**src/rtl/unishift_ctrl_if.sv**
```systemverilog
// Command and shift-register bus for unishift_ctrl.
// The slave modport is the controller's view; the master modport is the host/register side.
interface unishift_ctrl_if #(
    parameter int WIDTH = 4,
    parameter int CNT_W = 3
);
    logic             cmd_valid;
    logic             cmd_ready;
    logic [2:0]       cmd_op;
    logic [WIDTH-1:0] cmd_data;
    logic [CNT_W-1:0] cmd_count;
    logic             cmd_fill;
    logic [WIDTH-1:0] q;
    logic [1:0]       sr_sel;
    logic [WIDTH-1:0] sr_in;
    logic             sr_serialright;
    logic             sr_serialleft;
    logic             sr_clr;
    logic             busy;
    logic             done;
    logic             err;

    modport slave (
        input  cmd_valid, cmd_op, cmd_data, cmd_count, cmd_fill, q,
        output cmd_ready, sr_sel, sr_in, sr_serialright, sr_serialleft,
               sr_clr, busy, done, err
    );

    modport master (
        output cmd_valid, cmd_op, cmd_data, cmd_count, cmd_fill, q,
        input  cmd_ready, sr_sel, sr_in, sr_serialright, sr_serialleft,
               sr_clr, busy, done, err
    );
endinterface

```
**src/rtl/unishift_ctrl.sv**
```systemverilog
// Command sequencer for a universal shift register: load, clear, N-step shift/rotate.
// Latency accept->done: LOAD/CLEAR 2, shift count+1, zero-count/illegal 1; cmd_ready only in IDLE.
module unishift_ctrl #(
    parameter int WIDTH = 4,
    parameter int CNT_W = 3
) (
    input  logic            clk,
    input  logic            clr,
    unishift_ctrl_if.slave  bus
);
    typedef enum logic [2:0] {
        S_IDLE,
        S_LOAD,
        S_CLEAR,
        S_SHIFT,
        S_DONE
    } state_t;

    localparam logic [2:0] OP_LOAD  = 3'd0;
    localparam logic [2:0] OP_SHR   = 3'd1;
    localparam logic [2:0] OP_SHL   = 3'd2;
    localparam logic [2:0] OP_ROR   = 3'd3;
    localparam logic [2:0] OP_ROL   = 3'd4;
    localparam logic [2:0] OP_CLEAR = 3'd5;

    localparam logic [1:0] SEL_HOLD  = 2'd0;
    localparam logic [1:0] SEL_RIGHT = 2'd1;
    localparam logic [1:0] SEL_LEFT  = 2'd2;
    localparam logic [1:0] SEL_LOAD  = 2'd3;

    state_t           state_q;
    logic [2:0]       op_q;
    logic [CNT_W-1:0] cnt_q;
    logic             fill_q;
    logic [1:0]       sel_q;
    logic [WIDTH-1:0] in_q;
    logic             clr_pulse_q;
    logic             busy_q;
    logic             done_q;
    logic             err_q;
    logic             ready_q;

    logic             ser_right_d;
    logic             ser_left_d;

    always_ff @(posedge clk or posedge clr) begin
        if (clr) begin
            state_q     <= S_IDLE;
            op_q        <= '0;
            cnt_q       <= '0;
            fill_q      <= 1'b0;
            sel_q       <= SEL_HOLD;
            in_q        <= '0;
            clr_pulse_q <= 1'b0;
            busy_q      <= 1'b0;
            done_q      <= 1'b0;
            err_q       <= 1'b0;
            ready_q     <= 1'b1;
        end else begin
            case (state_q)
                S_IDLE: begin
                    if (bus.cmd_valid) begin
                        op_q    <= bus.cmd_op;
                        cnt_q   <= bus.cmd_count;
                        fill_q  <= bus.cmd_fill;
                        ready_q <= 1'b0;
                        busy_q  <= 1'b1;
                        case (bus.cmd_op)
                            OP_LOAD: begin
                                state_q <= S_LOAD;
                                sel_q   <= SEL_LOAD;
                                in_q    <= bus.cmd_data;
                            end
                            OP_CLEAR: begin
                                state_q     <= S_CLEAR;
                                clr_pulse_q <= 1'b1;
                            end
                            OP_SHR, OP_SHL, OP_ROR, OP_ROL: begin
                                if (bus.cmd_count == '0) begin
                                    state_q <= S_DONE;
                                    done_q  <= 1'b1;
                                end else begin
                                    state_q <= S_SHIFT;
                                    sel_q   <= (bus.cmd_op == OP_SHR || bus.cmd_op == OP_ROR)
                                               ? SEL_RIGHT : SEL_LEFT;
                                end
                            end
                            default: begin
                                state_q <= S_DONE;
                                done_q  <= 1'b1;
                                err_q   <= 1'b1;
                            end
                        endcase
                    end
                end
                S_LOAD: begin
                    state_q <= S_DONE;
                    sel_q   <= SEL_HOLD;
                    done_q  <= 1'b1;
                end
                S_CLEAR: begin
                    state_q     <= S_DONE;
                    clr_pulse_q <= 1'b0;
                    done_q      <= 1'b1;
                end
                S_SHIFT: begin
                    // The counter holds the steps still to perform including this cycle.
                    if (cnt_q == CNT_W'(1)) begin
                        state_q <= S_DONE;
                        sel_q   <= SEL_HOLD;
                        done_q  <= 1'b1;
                    end else begin
                        cnt_q <= cnt_q - CNT_W'(1);
                    end
                end
                S_DONE: begin
                    state_q <= S_IDLE;
                    done_q  <= 1'b0;
                    err_q   <= 1'b0;
                    busy_q  <= 1'b0;
                    ready_q <= 1'b1;
                end
                default: begin
                    state_q     <= S_IDLE;
                    sel_q       <= SEL_HOLD;
                    clr_pulse_q <= 1'b0;
                    done_q      <= 1'b0;
                    err_q       <= 1'b0;
                    busy_q      <= 1'b0;
                    ready_q     <= 1'b1;
                end
            endcase
        end
    end

    // Rotate feedback comes straight from q so each step sees the previous step's result.
    always_comb begin
        ser_right_d = 1'b0;
        ser_left_d  = 1'b0;
        if (state_q == S_SHIFT) begin
            case (op_q)
                OP_SHR, OP_SHL: begin
                    ser_right_d = fill_q;
                    ser_left_d  = fill_q;
                end
                OP_ROR:  ser_right_d = bus.q[0];
                OP_ROL:  ser_left_d  = bus.q[WIDTH-1];
                default: begin
                    ser_right_d = 1'b0;
                    ser_left_d  = 1'b0;
                end
            endcase
        end
    end

    assign bus.cmd_ready      = ready_q;
    assign bus.sr_sel         = sel_q;
    assign bus.sr_in          = in_q;
    assign bus.sr_serialright = ser_right_d;
    assign bus.sr_serialleft  = ser_left_d;
    assign bus.sr_clr         = clr | clr_pulse_q;
    assign bus.busy           = busy_q;
    assign bus.done           = done_q;
    assign bus.err            = err_q;

endmodule

```
**src/flat_wrapper.sv**
```systemverilog
// flat-port wrapper written by rule: the top's interface ports become plain ports
module unishift_ctrl_flat 
#(
    parameter int WIDTH = 4,
    parameter int CNT_W = 3
)
  (clk, clr, bus_cmd_valid, bus_cmd_op, bus_cmd_data, bus_cmd_count, bus_cmd_fill, bus_q, bus_cmd_ready, bus_sr_sel, bus_sr_in, bus_sr_serialright, bus_sr_serialleft, bus_sr_clr, bus_busy, bus_done, bus_err);
  unishift_ctrl_if #(.WIDTH(WIDTH), .CNT_W(CNT_W)) bus_i ();
  input  logic clk;
  input  logic clr;
  input wire logic [$bits(bus_i.cmd_valid)-1:0] bus_cmd_valid;
  input wire logic [$bits(bus_i.cmd_op)-1:0] bus_cmd_op;
  input wire logic [$bits(bus_i.cmd_data)-1:0] bus_cmd_data;
  input wire logic [$bits(bus_i.cmd_count)-1:0] bus_cmd_count;
  input wire logic [$bits(bus_i.cmd_fill)-1:0] bus_cmd_fill;
  input wire logic [$bits(bus_i.q)-1:0] bus_q;
  output wire logic [$bits(bus_i.cmd_ready)-1:0] bus_cmd_ready;
  output wire logic [$bits(bus_i.sr_sel)-1:0] bus_sr_sel;
  output wire logic [$bits(bus_i.sr_in)-1:0] bus_sr_in;
  output wire logic [$bits(bus_i.sr_serialright)-1:0] bus_sr_serialright;
  output wire logic [$bits(bus_i.sr_serialleft)-1:0] bus_sr_serialleft;
  output wire logic [$bits(bus_i.sr_clr)-1:0] bus_sr_clr;
  output wire logic [$bits(bus_i.busy)-1:0] bus_busy;
  output wire logic [$bits(bus_i.done)-1:0] bus_done;
  output wire logic [$bits(bus_i.err)-1:0] bus_err;
  assign bus_i.cmd_valid = bus_cmd_valid;
  assign bus_i.cmd_op = bus_cmd_op;
  assign bus_i.cmd_data = bus_cmd_data;
  assign bus_i.cmd_count = bus_cmd_count;
  assign bus_i.cmd_fill = bus_cmd_fill;
  assign bus_i.q = bus_q;
  assign bus_cmd_ready = bus_i.cmd_ready;
  assign bus_sr_sel = bus_i.sr_sel;
  assign bus_sr_in = bus_i.sr_in;
  assign bus_sr_serialright = bus_i.sr_serialright;
  assign bus_sr_serialleft = bus_i.sr_serialleft;
  assign bus_sr_clr = bus_i.sr_clr;
  assign bus_busy = bus_i.busy;
  assign bus_done = bus_i.done;
  assign bus_err = bus_i.err;
  unishift_ctrl #(.WIDTH(WIDTH), .CNT_W(CNT_W)) u_core (.clk(clk), .clr(clr), .bus(bus_i));
endmodule
```
**config.mk**
```make
export PLATFORM = sky130hd
export DESIGN_NAME = unishift_ctrl_flat
export DESIGN_NICKNAME = d
export VERILOG_FILES = /design/src/rtl/unishift_ctrl_if.sv /design/src/rtl/unishift_ctrl.sv /design/src/flat_wrapper.sv
export SDC_FILE = /design/constraint.sdc
export NUM_CORES = 1
export LEC_CHECK = 0
export CORE_ASPECT_RATIO = 1.5
export CORE_MARGIN = 2
export CORE_UTILIZATION = 25
export CTS_BUF_LIST = sky130_fd_sc_hd__clkbuf_2
export CTS_CLUSTER_SIZE = 20
export DETAILED_ROUTE_END_ITERATION = 8
export SLEW_MARGIN = 25
export SYNTH_ARGS = -nofsm -noshare
export SYNTH_HDL_FRONTEND = slang
export SYNTH_SLANG_ARGS = --single-unit
export TNS_END_PERCENT = 10
```
**constraint.sdc**
```tcl
create_clock -name clk -period 2.18 [get_ports clk]
set_input_delay 0.218 -clock clk [delete_from_list [all_inputs] [get_ports clk]]
set_output_delay 0.218 -clock clk [all_outputs]
set_load 0.05 [all_outputs]
```
Yosys cells after proc, flatten, opt, wreduce, memory -nomap -nowiden. Index checks and enable logic that the tools add are counted.

Register bits after elaboration: 21. Latch bits: 0. Bits in writable memories: 0. ROM bits: 0. Bits of input ports: 18. Output and inout bits: 13. Logic and storage cells: 94. Memories: 0.

Add/subtract/negate cells: 1. $mul: 0. Divide/modulo/power cells: 0. Order comparisons: 0. Eq/ne operators: 23. Shift-type cells: 0. Mux-type cells: 33. Bitwise logic cells: 4. Reductions and logical operators: 22.

Operators by type and width (count): $eq 3x2->1 const B (6); $pmux 3 s3 (2); $mux 3 (5); $pmux 1 s2 (7); $eq 3x1->1 const B (4); $eq 3x3->1 const B (4); $reduce_and 3->1 (4); $mux 1 (11); $ne 2x2->1 const B (5); $logic_not 3->1 (3); $mux 2 (4); $reduce_or 2->1 (4); $ne 3x3->1 const B (2); $pmux 2 s3 (1); $pmux 3 s2 (1); $reduce_and 2->1 (3); $reduce_or 3->1 (2); $reduce_or 6->1 (1); $reduce_and 5->1 (1); $pmux 2 s2 (1); $reduce_and 4->1 (1); $reduce_or 4->1 (1); $ne 3x2->1 const B (1); $not 1->1 (3); 6 further kinds (6).

Depth between registers and ports, before layout. Gate-level depths: netlist of run 1.

Word-level depth: 7. Depth in mapped cells: 6. Mapped depth without buffers: 6.

Least setup slack after synthesis of run 1. OpenSTA, ideal clock, no wires.

Kind: reg-to-output. Start: register u_core.state_q[2]. End: output bus_sr_serialright. Arrival: 1926 ps. Data required time: 1962 ps. Setup slack: 36 ps. Stages on the path, launching flop included: 4. Buffers on the path: 1. Cells stage by stage: dfrtp_1 clkbuf_1 nand3b_1 a211oi_1.

Cells in the longest elaborated chain, start to end: 2.

Ends and longest elaborated chain: start, declared (RTL line unishift_ctrl.sv:31) `state_t state_q;`; start signal, assigned (RTL line unishift_ctrl.sv:48) `state_q <= S_IDLE;`; start signal, assigned (RTL line unishift_ctrl.sv:70) `state_q <= S_LOAD;`; start signal, assigned (RTL line unishift_ctrl.sv:75) `state_q <= S_CLEAR;`; $eq 3x2->1 (RTL line unishift_ctrl.sv:140) `if (state_q == S_SHIFT) begin`; $mux 1 (RTL line unishift_ctrl.sv:140); end, declared (RTL line flat_wrapper.sv:20) `output wire logic [$bits(bus_i.sr_serialright)-1:0] bus_sr_serialright;`.

Every way passes these cells.

Worst setup path after layout of run 1.
Start: register u_core.clr_pulse_q. End: output bus_sr_clr.

Cells in the longest elaborated chain, start to end: 1.

Ends and longest elaborated chain: start, declared (RTL line unishift_ctrl.sv:37) `logic clr_pulse_q;`; start signal, assigned (RTL line unishift_ctrl.sv:54) `clr_pulse_q <= 1'b0;`; start signal, assigned (RTL line unishift_ctrl.sv:76) `clr_pulse_q <= 1'b1;`; start signal, assigned (RTL line unishift_ctrl.sv:103) `clr_pulse_q <= 1'b0;`; $or 1x1->1 (RTL line unishift_ctrl.sv:161) `assign bus.sr_clr = clr | clr_pulse_q;`; end, declared (RTL line flat_wrapper.sv:22) `output wire logic [$bits(bus_i.sr_clr)-1:0] bus_sr_clr;`.

Every way passes these cells.

==> flow_summary_export.csv, run 1 <==
group,metric,value,unit
status,status,"finished with violations",
status,violations,"design-rule violations",
global_routing,grt.total_usage,11.2,%
job,maxCapViolCount,0,
detailed_routing,dr.pass1.iters,6,
cts,cts_max_level,1,
critical_path,endpoint,"bus_sr_clr",
critical_path,path_depth,2,
cells_and_area,diodes,0,
detailed_routing,vias_per_cell,4.87,
critical_path,crit_type,"register to output pin",
power_and_ir_drop,ir_drop,0.781,mV
critical_path,slowest_stage,"clkdlybuf4s50_1",
detailed_routing,ant_nets,0,
power_and_ir_drop,switchingPower,0.000907,W
global_routing,gr-total-overflow,0,
timing,tns,0,ns
power_and_ir_drop,p_leak,0.649,nW
timing,finalCriticalPeriod,1.96,ns
power_and_ir_drop,power.density,1290,nW/um^2
critical_path,required,1.96,ns
cells_and_area,nNetsFinal,171,
cts,clkLatencyLatePin,0.32,ns
critical_path,critPathLaunchType,"register",
logic_synthesis,yosys_warnings,0,
timing,max_slew_margin,65.8,%
global_routing,grt_pass1_wl,4440,um
power_and_ir_drop,power,0.00195,W
logic_synthesis,synth_cells,117,
worst_hold_path,hold_path.class,"input pin to asynchronous set/reset pin",
cells_and_area,regArea,527,um^2
cts,clock_tree.root_cell,"clkbuf_2",
timing,hold_viol_final,0,
placed_design,post-dp-hpwl,2070,um
critical_path,crit_start,"u_core.clr_pulse_q",
cells_and_area,drive_above_1_share,15.3,%
critical_path,cp_max_fo,2,
placed_design,dp_cells,192,
detailed_routing,route.detailed.drc,1,
placed_design,routabilityCongestion,0.791,
global_routing,grt_pass1_vias,991,
timing,max_freq,511,MHz
critical_path,timing.rr.end,"u_core.bus.sr_in[2]",
logic_synthesis,synth.avg_cell_area,9.56,um^2
critical_path,arrival,1.74,ns
timing,slew_violations,0,
floorplan,ios,31,
critical_path,worstRegToRegCells,3,
cells_and_area,multi_input_area,529,um^2
detailed_routing,post_drt_wl_per_cell,13.2,um
power_and_ir_drop,switching_share,46.4,%
logic_synthesis,yosysSeqAreaShare,47.1,%
critical_path,cp_top_family,"buffers and inverters",
floorplan,die_area,5040,um^2
timing,setup_viol,0,
cts,clk_pin_slew,0.22,ns
critical_path,crit_path_end_kind,"output pin",
power_and_ir_drop,power_frac_comb,55.9,%
logic_synthesis,synth_area,1120,um^2
cts,ctsResizeCount,0,
power_and_ir_drop,power.internal,0.00105,W
floorplan,fp.dieH,85.9,um
floorplan,core_area,4280,um^2
cts,clock_sinks,21,
floorplan,fp.dieW,58.6,um
cells_and_area,fillers,443,
timing,rsz0062_at_grt,"false",
cts,cts_tree,"built",
global_routing,antenna_found_initial,0,
timing,final.setup_skew,0.0134,ns
critical_path,reg2reg_slack,0.34,ns
logic_synthesis,synth.distinct_cells,37,
detailed_routing,wl,2580,um
cts,clockBufferDepth,2,
timing,period_share,89.9,%
floorplan,initial_core_util,26.1,%
cts,cts_hold_buf,0,
detailed_routing,drt_iter0_markers,13,
cts,postCtsSetupBuffers,0,
timing,worstMarginPinSlew,0.511,ns
logic_synthesis,syn_nets,137,
critical_path,cp_slowest_stage_delay,0.70,ns
placed_design,port_buffers,28,
power_and_ir_drop,clockPowerShare,8.5,%
cts,numCtsBuffers,3,
critical_path,crit_chain,"or2_2, clkdlybuf4s50_1",
power_and_ir_drop,seq_power_share,35.6,%
global_routing,grt_max_degree,22,
floorplan,row_count,29,
cells_and_area,instances_no_fill,196,
logic_synthesis,ys_seq_elements,21,
critical_path,path_buf_inv,1,
cells_and_area,area_delta_synth_final,35.6,%
timing,setup_slack,0.221,ns
critical_path,reg2reg_from,"u_core.state_q[1]",
detailed_routing,vias,954,
placed_design,place_ws,0.159,ns
==> worst reg2reg max path: stages (launching register included) <==
cell and delay (ns):
dfrtp_1 0.52, or4b_4 0.58, nor4_4 0.27, mux2_2 0.38
==> layout by cell type, fill, tap and decap left out, drive strengths merged, types with 2 or more instances in the layout <==
cell type      Yosys  layout
clkdlybuf4s50      0      26
dfrtp             20      20
nand2             15      15
o21ai             14      14
buf                3       9
nor2               8       8
inv                8       8
mux2               4       4
nor2b              4       4
nand3              4       4
nor3               4       4
mux2i              3       3
clkbuf             3       3
or2                2       2
a211oi             2       2
ha                 2       2
nor4               2       2
==> cells in the mapped netlist, drive strengths merged <==
cell type | count | share of area, %
clkbuf | 3 | 1.0
mux2i | 3 | 2.7
and3b | 1 | 0.78
ha | 2 | 2.2
nor3 | 4 | 1.8
mux2 | 4 | 4.0
o21a | 1 | 0.67
nand3b | 1 | 0.67
nor4bb | 1 | 0.89
a211oi | 2 | 1.3
nor2 | 8 | 2.7
a21oi | 1 | 0.45
o21ba | 1 | 0.89
dfrtp | 20 | 45
dfstp | 1 | 2.3
o31ai | 1 | 0.67
nand3 | 4 | 1.8
nor3b | 1 | 0.67
a31oi | 1 | 0.56
o22ai | 1 | 0.56
xor2 | 1 | 0.78
nand2 | 15 | 5.0
maj3 | 1 | 0.89
nand2b | 1 | 0.56
buf | 3 | 1.9
inv | 8 | 2.7
nor2b | 4 | 2.2
or4b | 1 | 1.2
o221ai | 1 | 0.78
a311o | 1 | 0.89
or2 | 2 | 1.1
o21ai | 14 | 6.3
xnor2 | 1 | 0.78
a32o | 1 | 0.89
nor4 | 2 | 2.5
==> through the flow <==
step | util [%] | hold WS [ns] | instance area, um^2
after global routing | 35.4 | 0.213 | 1520
after floorplan | - | 0.194 | 1120
final | 35.4 | 0.205 | 1520
after detailed placement | 35.0 | 0.476 | 1500
after global placement | 35.0 | 0.466 | 1500
after CTS | 35.4 | 0.209 | 1520
==> final cells by class <==
type	instances	share of cell area [%]
Tap cell	46	3.80
Clock inverter	1	0.330
Timing Repair Buffer	35	23.3
Clock buffer	3	0.990
Inverter	8	1.98
Multi-Input combinational cell	82	34.9
Sequential cell	21	34.7
==> cells by family (layout without fill, tap and decap cells) <==
logic type / count (synthesis) / count (layout) / share of synthesized area (%)
adder cells (fa/ha/maj): 3 / 3 / 3.13
AND/OR/NAND/NOR: 45 / 45 / 21.9
multiplexers: 7 / 7 / 6.71
flip-flops: 21 / 21 / 47.1
buffers and inverters: 14 / 47 / 5.59
AO/OA/AOI/OAI: 25 / 25 / 14.0
XOR/XNOR: 2 / 2 / 1.57
==> power groups by stage <==
stage / Clock [W] / Combinational, W / Sequential (W)
after global placement: 0 / 0.00108 / 0.000699
after global routing: 0.000195 / 0.00118 / 0.000724
final: 0.000165 / 0.00109 / 0.000696
after detailed placement: 0 / 0.00110 / 0.000708
after CTS: 0.000174 / 0.00111 / 0.000699
after floorplan: 0 / 0.000450 / 0.000992
==> sequential cells by signal (all words and copies together), names as in the netlist <==
signal                cells
u_core.op_q               3
u_core.bus.done           1
u_core.cnt_q              3
u_core.bus.sr_sel         2
u_core.clr_pulse_q        1
u_core.bus.busy           1
u_core.bus.sr_in          4
u_core.bus.err            1
u_core.fill_q             1
u_core.state_q            3
u_core.bus.cmd_ready      1
==> layer usage <==
metal  part of all wire, %  up-vias  routed length, um  global-route usage (%)
li1                      -      467                  -                       -
met1                    41      459               1050                    12.9
met2                    55       26               1410                    20.6
met3                   4.3        2                110                    1.96
met4                  0.46        0                 12                    3.10
met5                     0        -                  0                       0
==> worst min path at each step <==
| stage | end | slack [ns] | cells after the start |
|---|---|---|---|
| floorplan | u_core.bus.busy | 0.19 | 1 |
| global placement | u_core.fill_q | 0.47 | 2 |
| detailed placement | u_core.fill_q | 0.48 | 2 |
| CTS | u_core.clr_pulse_q | 0.21 | 3 |
| global route | u_core.clr_pulse_q | 0.21 | 3 |
| finish | u_core.clr_pulse_q | 0.20 | 3 |
Power figures use the tool's default switching activity.
==> run 2: changes to the inputs <==
- MAX_ROUTING_LAYER: default -> met4
==> flow_summary_export.csv, run 2 (synthesis results as in run 1) <==
group,metric,value,unit
timing,max_slew_margin,65.5,%
cells_and_area,instances_no_fill,196,
timing,final.setup_skew,0.00786,ns
detailed_routing,vias,964,
power_and_ir_drop,p_leak,0.649,nW
placed_design,dp_cells,192,
cts,cts_max_level,1,
global_routing,grt_max_degree,22,
cells_and_area,nNetsFinal,171,
cells_and_area,final_common_cell,"clkdlybuf4s50_1",
power_and_ir_drop,power.density,1290,nW/um^2
critical_path,crit_chain,"or2_2, clkdlybuf4s50_1",
timing,rsz0062_at_grt,"false",
cts,clkLatencyLatePin,0.32,ns
detailed_routing,wl,2580,um
cts,cts_tree,"built",
cts,clock_sinks,21,
global_routing,grt_pass1_wl,4440,um
cells_and_area,final_cell_mix,"clkdlybuf4s50_1, dfrtp_1, nand2_1",
timing,hold_viol_final,0,
critical_path,arrival,1.73,ns
timing,period_share,89.6,%
cts,numCtsBuffers,3,
cts,cts_hold_buf,0,
timing,tns,0,ns
cells_and_area,largest_register_ffs,4,
floorplan,die_area,5040,um^2
cells_and_area,drive_above_1_share,15.3,%
timing,finalCriticalPeriod,1.95,ns
cts,clk_pin_slew,0.21,ns
status,violations,"design-rule violations",
critical_path,cp_slowest_stage_delay,0.70,ns
worst_hold_path,hold_path.class,"input pin to asynchronous set/reset pin",
cells_and_area,area_delta_synth_final,35.6,%
floorplan,core_area,4280,um^2
critical_path,crit_type,"register to output pin",
global_routing,antenna_found_initial,0,
cts,clockBufferDepth,2,
power_and_ir_drop,ir_drop,0.777,mV
global_routing,grt.total_usage,11.5,%
cells_and_area,diodes,0,
timing,setup_viol,0,
floorplan,fp.dieW,58.6,um
critical_path,crit_path_end_kind,"output pin",
placed_design,port_buffers,28,
critical_path,slowest_stage,"clkdlybuf4s50_1",
detailed_routing,vias_per_cell,4.92,
floorplan,initial_core_util,26.1,%
placed_design,routabilityCongestion,0.802,
global_routing,gr-total-overflow,0,
floorplan,row_count,29,
timing,worstMarginPinSlew,0.516,ns
detailed_routing,post_drt_wl_per_cell,13.2,um
job,maxCapViolCount,0,
cts,clock_tree.root_cell,"clkbuf_2",
floorplan,fp.dieH,85.9,um
critical_path,required,1.96,ns
status,status,"finished with violations",
critical_path,critPathLaunchType,"register",
critical_path,cp_max_fo,2,
timing,slew_violations,0,
floorplan,ios,31,
detailed_routing,dr.pass1.iters,6,
detailed_routing,ant_nets,0,
global_routing,grt_pass1_vias,991,
placed_design,post-dp-hpwl,2070,um
cts,postCtsSetupBuffers,0,
detailed_routing,route.detailed.drc,1,
timing,max_freq,512,MHz
cts,ctsResizeCount,0,
detailed_routing,drt_iter0_markers,15,
## run 2: final timing paths
check                              startpoint                    to  slack [ns]  cells after the start
max                        u_core.clr_pulse_q            bus_sr_clr        0.23                      2
min                                       clr    u_core.clr_pulse_q        0.21                      3
max reg2reg                 u_core.state_q[1]   u_core.bus.sr_in[2]        0.33                      3
min reg2reg                     u_core.fill_q         u_core.fill_q        0.51                      2
max in group asynchronous                 clr  u_core.bus.cmd_ready        1.69                      3
min in group clk                 bus_cmd_fill         u_core.fill_q        0.42                      3
## run 2: layout make-up
type,instances,area (um^2)
Timing Repair Buffer,35,353
Multi-Input combinational cell,82,529
Tap cell,46,57.6
Sequential cell,21,527
Clock buffer,3,15.0
Inverter,8,30.0
Clock inverter,1,5.00
Fill cell,443,2770
## run 2: routing by layer
layer | up-vias | track usage [%] | wire length, um | part of all wire (%)
met5 | - | - | 0 | 0
met4 | 0 | 3.10 | 8 | 0.31
met3 | 2 | 1.66 | 98 | 3.8
met2 | 22 | 20.5 | 1410 | 55
met1 | 472 | 13.1 | 1060 | 41
li1 | 468 | - | - | -
## run 2: stage by stage
stage | utilization [%] | power [W] | hold WS, ns | worst slack, ns | area [um^2]
floorplan | - | 0.00144 | 0.194 | 0.0357 | 1120
global placement | 35.0 | 0.00178 | 0.466 | 0.190 | 1500
detailed placement | 35.0 | 0.00181 | 0.476 | 0.159 | 1500
CTS | 35.4 | 0.00198 | 0.209 | 0.194 | 1520
global route | 35.4 | 0.00210 | 0.213 | 0.0612 | 1520
finish | 35.4 | 0.00195 | 0.211 | 0.227 | 1520
## run 2: critical path: cells and delay by family, from the launching register on
family	cells	cell delay, ns
and+or+nand+nor	1	0.29
DFF	1	0.42
buffers and inverters	1	0.70
## run 2: power breakdown
| part | switching, W | total (W) | leakage [nW] | internal (W) |
|---|---|---|---|---|
| sequential | 0.000123 | 0.000697 | 0.258 | 0.000574 |
| combinational | 0.000662 | 0.00109 | 0.375 | 0.000431 |
| clock | 0.000122 | 0.000164 | 0.0164 | 0.0000416 |
| total | 0.000908 | 0.00195 | 0.649 | 0.00105 |
==> run 3: changes to the inputs <==
- TNS_END_PERCENT: 10 -> 100
- clock period: 2.18 -> 2 ns (I/O delays scaled with it)
==> flow_summary_export.csv, run 3 (synthesis results as in run 1) <==
group,metric,value,unit
timing,hold_viol_final,0,
cells_and_area,area_delta_synth_final,37.8,%
floorplan,core_area,4280,um^2
timing,slew_violations,0,
global_routing,met1_usage,13.6,%
power_and_ir_drop,switching_share,46.1,%
timing,worstMarginPinSlew,0.503,ns
cells_and_area,post-route-util,36.0,%
worst_hold_path,hold_path.class,"input pin to asynchronous set/reset pin",
job,maxCapViolCount,0,
power_and_ir_drop,clockPowerShare,8.2,%
cts,postCtsSetupBuffers,0,
timing,setup_viol,0,
power_and_ir_drop,power.internal,0.00116,W
floorplan,row_count,29,
critical_path,cp_slowest_stage_delay,0.79,ns
global_routing,grt_max_degree,18,
detailed_routing,vias,970,
global_routing,antenna_found_initial,0,
placed_design,place_ws,-0.00711,ns
critical_path,cp_top_family,"buffers and inverters",
floorplan,ios,31,
critical_path,crit_chain,"clkdlybuf4s50_1",
cts,cts_tree,"built",
critical_path,crit_path_end_kind,"output pin",
cts,clk_pin_slew,0.20,ns
timing,rsz0062_at_grt,"false",
cts,clockBufferDepth,2,
cts,cts_hold_buf,0,
global_routing,grt_pass1_vias,1012,
placed_design,port_buffers,28,
critical_path,cp_max_fo,2,
timing,finalCriticalPeriod,1.89,ns
critical_path,required,1.80,ns
status,status,"finished with violations",
cts,cts_max_level,1,
timing,max_freq,529,MHz
critical_path,arrival,1.69,ns
critical_path,path_buf_inv,1,
global_routing,grt_pass1_wl,4550,um
floorplan,fp.dieH,85.9,um
cts,ctsResizeCount,0,
cts,numCtsBuffers,3,
cells_and_area,diodes,0,
detailed_routing,wl,2570,um
cells_and_area,drive_above_1_share,18.3,%
global_routing,gr-total-overflow,0,
detailed_routing,dr.pass1.iters,6,
cells_and_area,largest_register_ffs,4,
power_and_ir_drop,switchingPower,0.000993,W
critical_path,slowest_stage,"clkdlybuf4s50_1",
detailed_routing,vias_per_cell,4.87,
power_and_ir_drop,p_leak,0.665,nW
cells_and_area,nNetsFinal,174,
timing,period_share,94.5,%
timing,setup_slack,0.110,ns
critical_path,crit_type,"register to output pin",
cells_and_area,final_cell_mix,"clkdlybuf4s50_1, dfrtp_1, nand2_1",
cells_and_area,final_common_cell,"clkdlybuf4s50_1",
floorplan,die_area,5040,um^2
power_and_ir_drop,ir_drop,0.812,mV
global_routing,grt-busiest-layer,"met2",
timing,max_slew_margin,66.3,%
detailed_routing,drt_iter0_markers,47,
timing,whs,0.0828,ns
detailed_routing,post_drt_wl_per_cell,12.9,um
floorplan,initial_core_util,26.1,%
cts,clock_tree.root_cell,"clkbuf_2",
critical_path,critPathLaunchType,"register",
cts,clock_sinks,21,
power_and_ir_drop,power_frac_comb,56.8,%
critical_path,worstRegToRegCells,3,
global_routing,met2_usage,20.3,%
detailed_routing,ant_nets,0,
placed_design,routabilityCongestion,0.890,
status,violations,"design-rule violations",
cts,clkLatencyLatePin,0.32,ns
cells_and_area,fillers,431,
global_routing,grt.met3_usage,1.66,%
power_and_ir_drop,seq_power_share,35.0,%
detailed_routing,route.detailed.drc,1,
global_routing,grt.total_usage,11.7,%
power_and_ir_drop,power.density,1400,nW/um^2
floorplan,fp.dieW,58.6,um
critical_path,path_depth,1,
timing,final.setup_skew,0.0173,ns
placed_design,post-dp-hpwl,2050,um
[run 3: cell count changes in the layout (fill, tap and decap cells not counted)]
cell and delta:
clkdlybuf4s50_1 -1, clkbuf_2 +1, buf_4 +4, clkinv_2 -1
a211oi_2 +1, a211oi_1 -1
[run 3: metrics by stage]
step / power [W] / cell area, um^2 / std cells / TNS [ns]
CTS: 0.00218 / 1540 / 199 / 0
global route: 0.00231 / 1540 / 199 / 0
finish: 0.00216 / 1540 / 199 / 0
global placement: 0.00197 / 1520 / 195 / 0
detailed placement: 0.00199 / 1520 / 195 / -0.00711
floorplan: 0.00158 / 1120 / 117 / 0
[run 3: final cells by class]
class	instances	area [um^2]	area share, %
multi-input cells	82	534	34.7
flip-flops and latches	21	527	34.2
repair buffers	38	373	24.2
well taps	46	57.6	3.73
inverters	8	30.0	1.95
clock buffers	4	20.0	1.30
[run 3: power groups by stage]
stage	combinational, W	sequential (W)	clock [W]
floorplan	0.000493	0.00108	0
global route	0.00133	0.000782	0.000202
detailed placement	0.00122	0.000766	0
CTS	0.00123	0.000757	0.000188
global placement	0.00121	0.000753	0
finish	0.00122	0.000754	0.000177
[run 3: worst paths after layout]
check | start | end | slack, ns
min in group clk | bus_cmd_fill | u_core.fill_q | 0.41
max in group asynchronous | clr | u_core.bus.cmd_ready | 1.42
worst max-delay path | u_core.bus.cmd_ready | bus_cmd_ready | 0.11
worst max register to register | u_core.state_q[0] | u_core.bus.sr_in[2] | 0.25
worst min register to register | u_core.fill_q | u_core.fill_q | 0.50
worst min-delay path | clr | u_core.bus.sr_in[3] | 0.08
[run 3: per-layer routing]
layer	part of all wire [%]	wire, um
met3	5.4	139
met4	0.82	21
met1	42	1070
met5	0	0
met2	52	1340
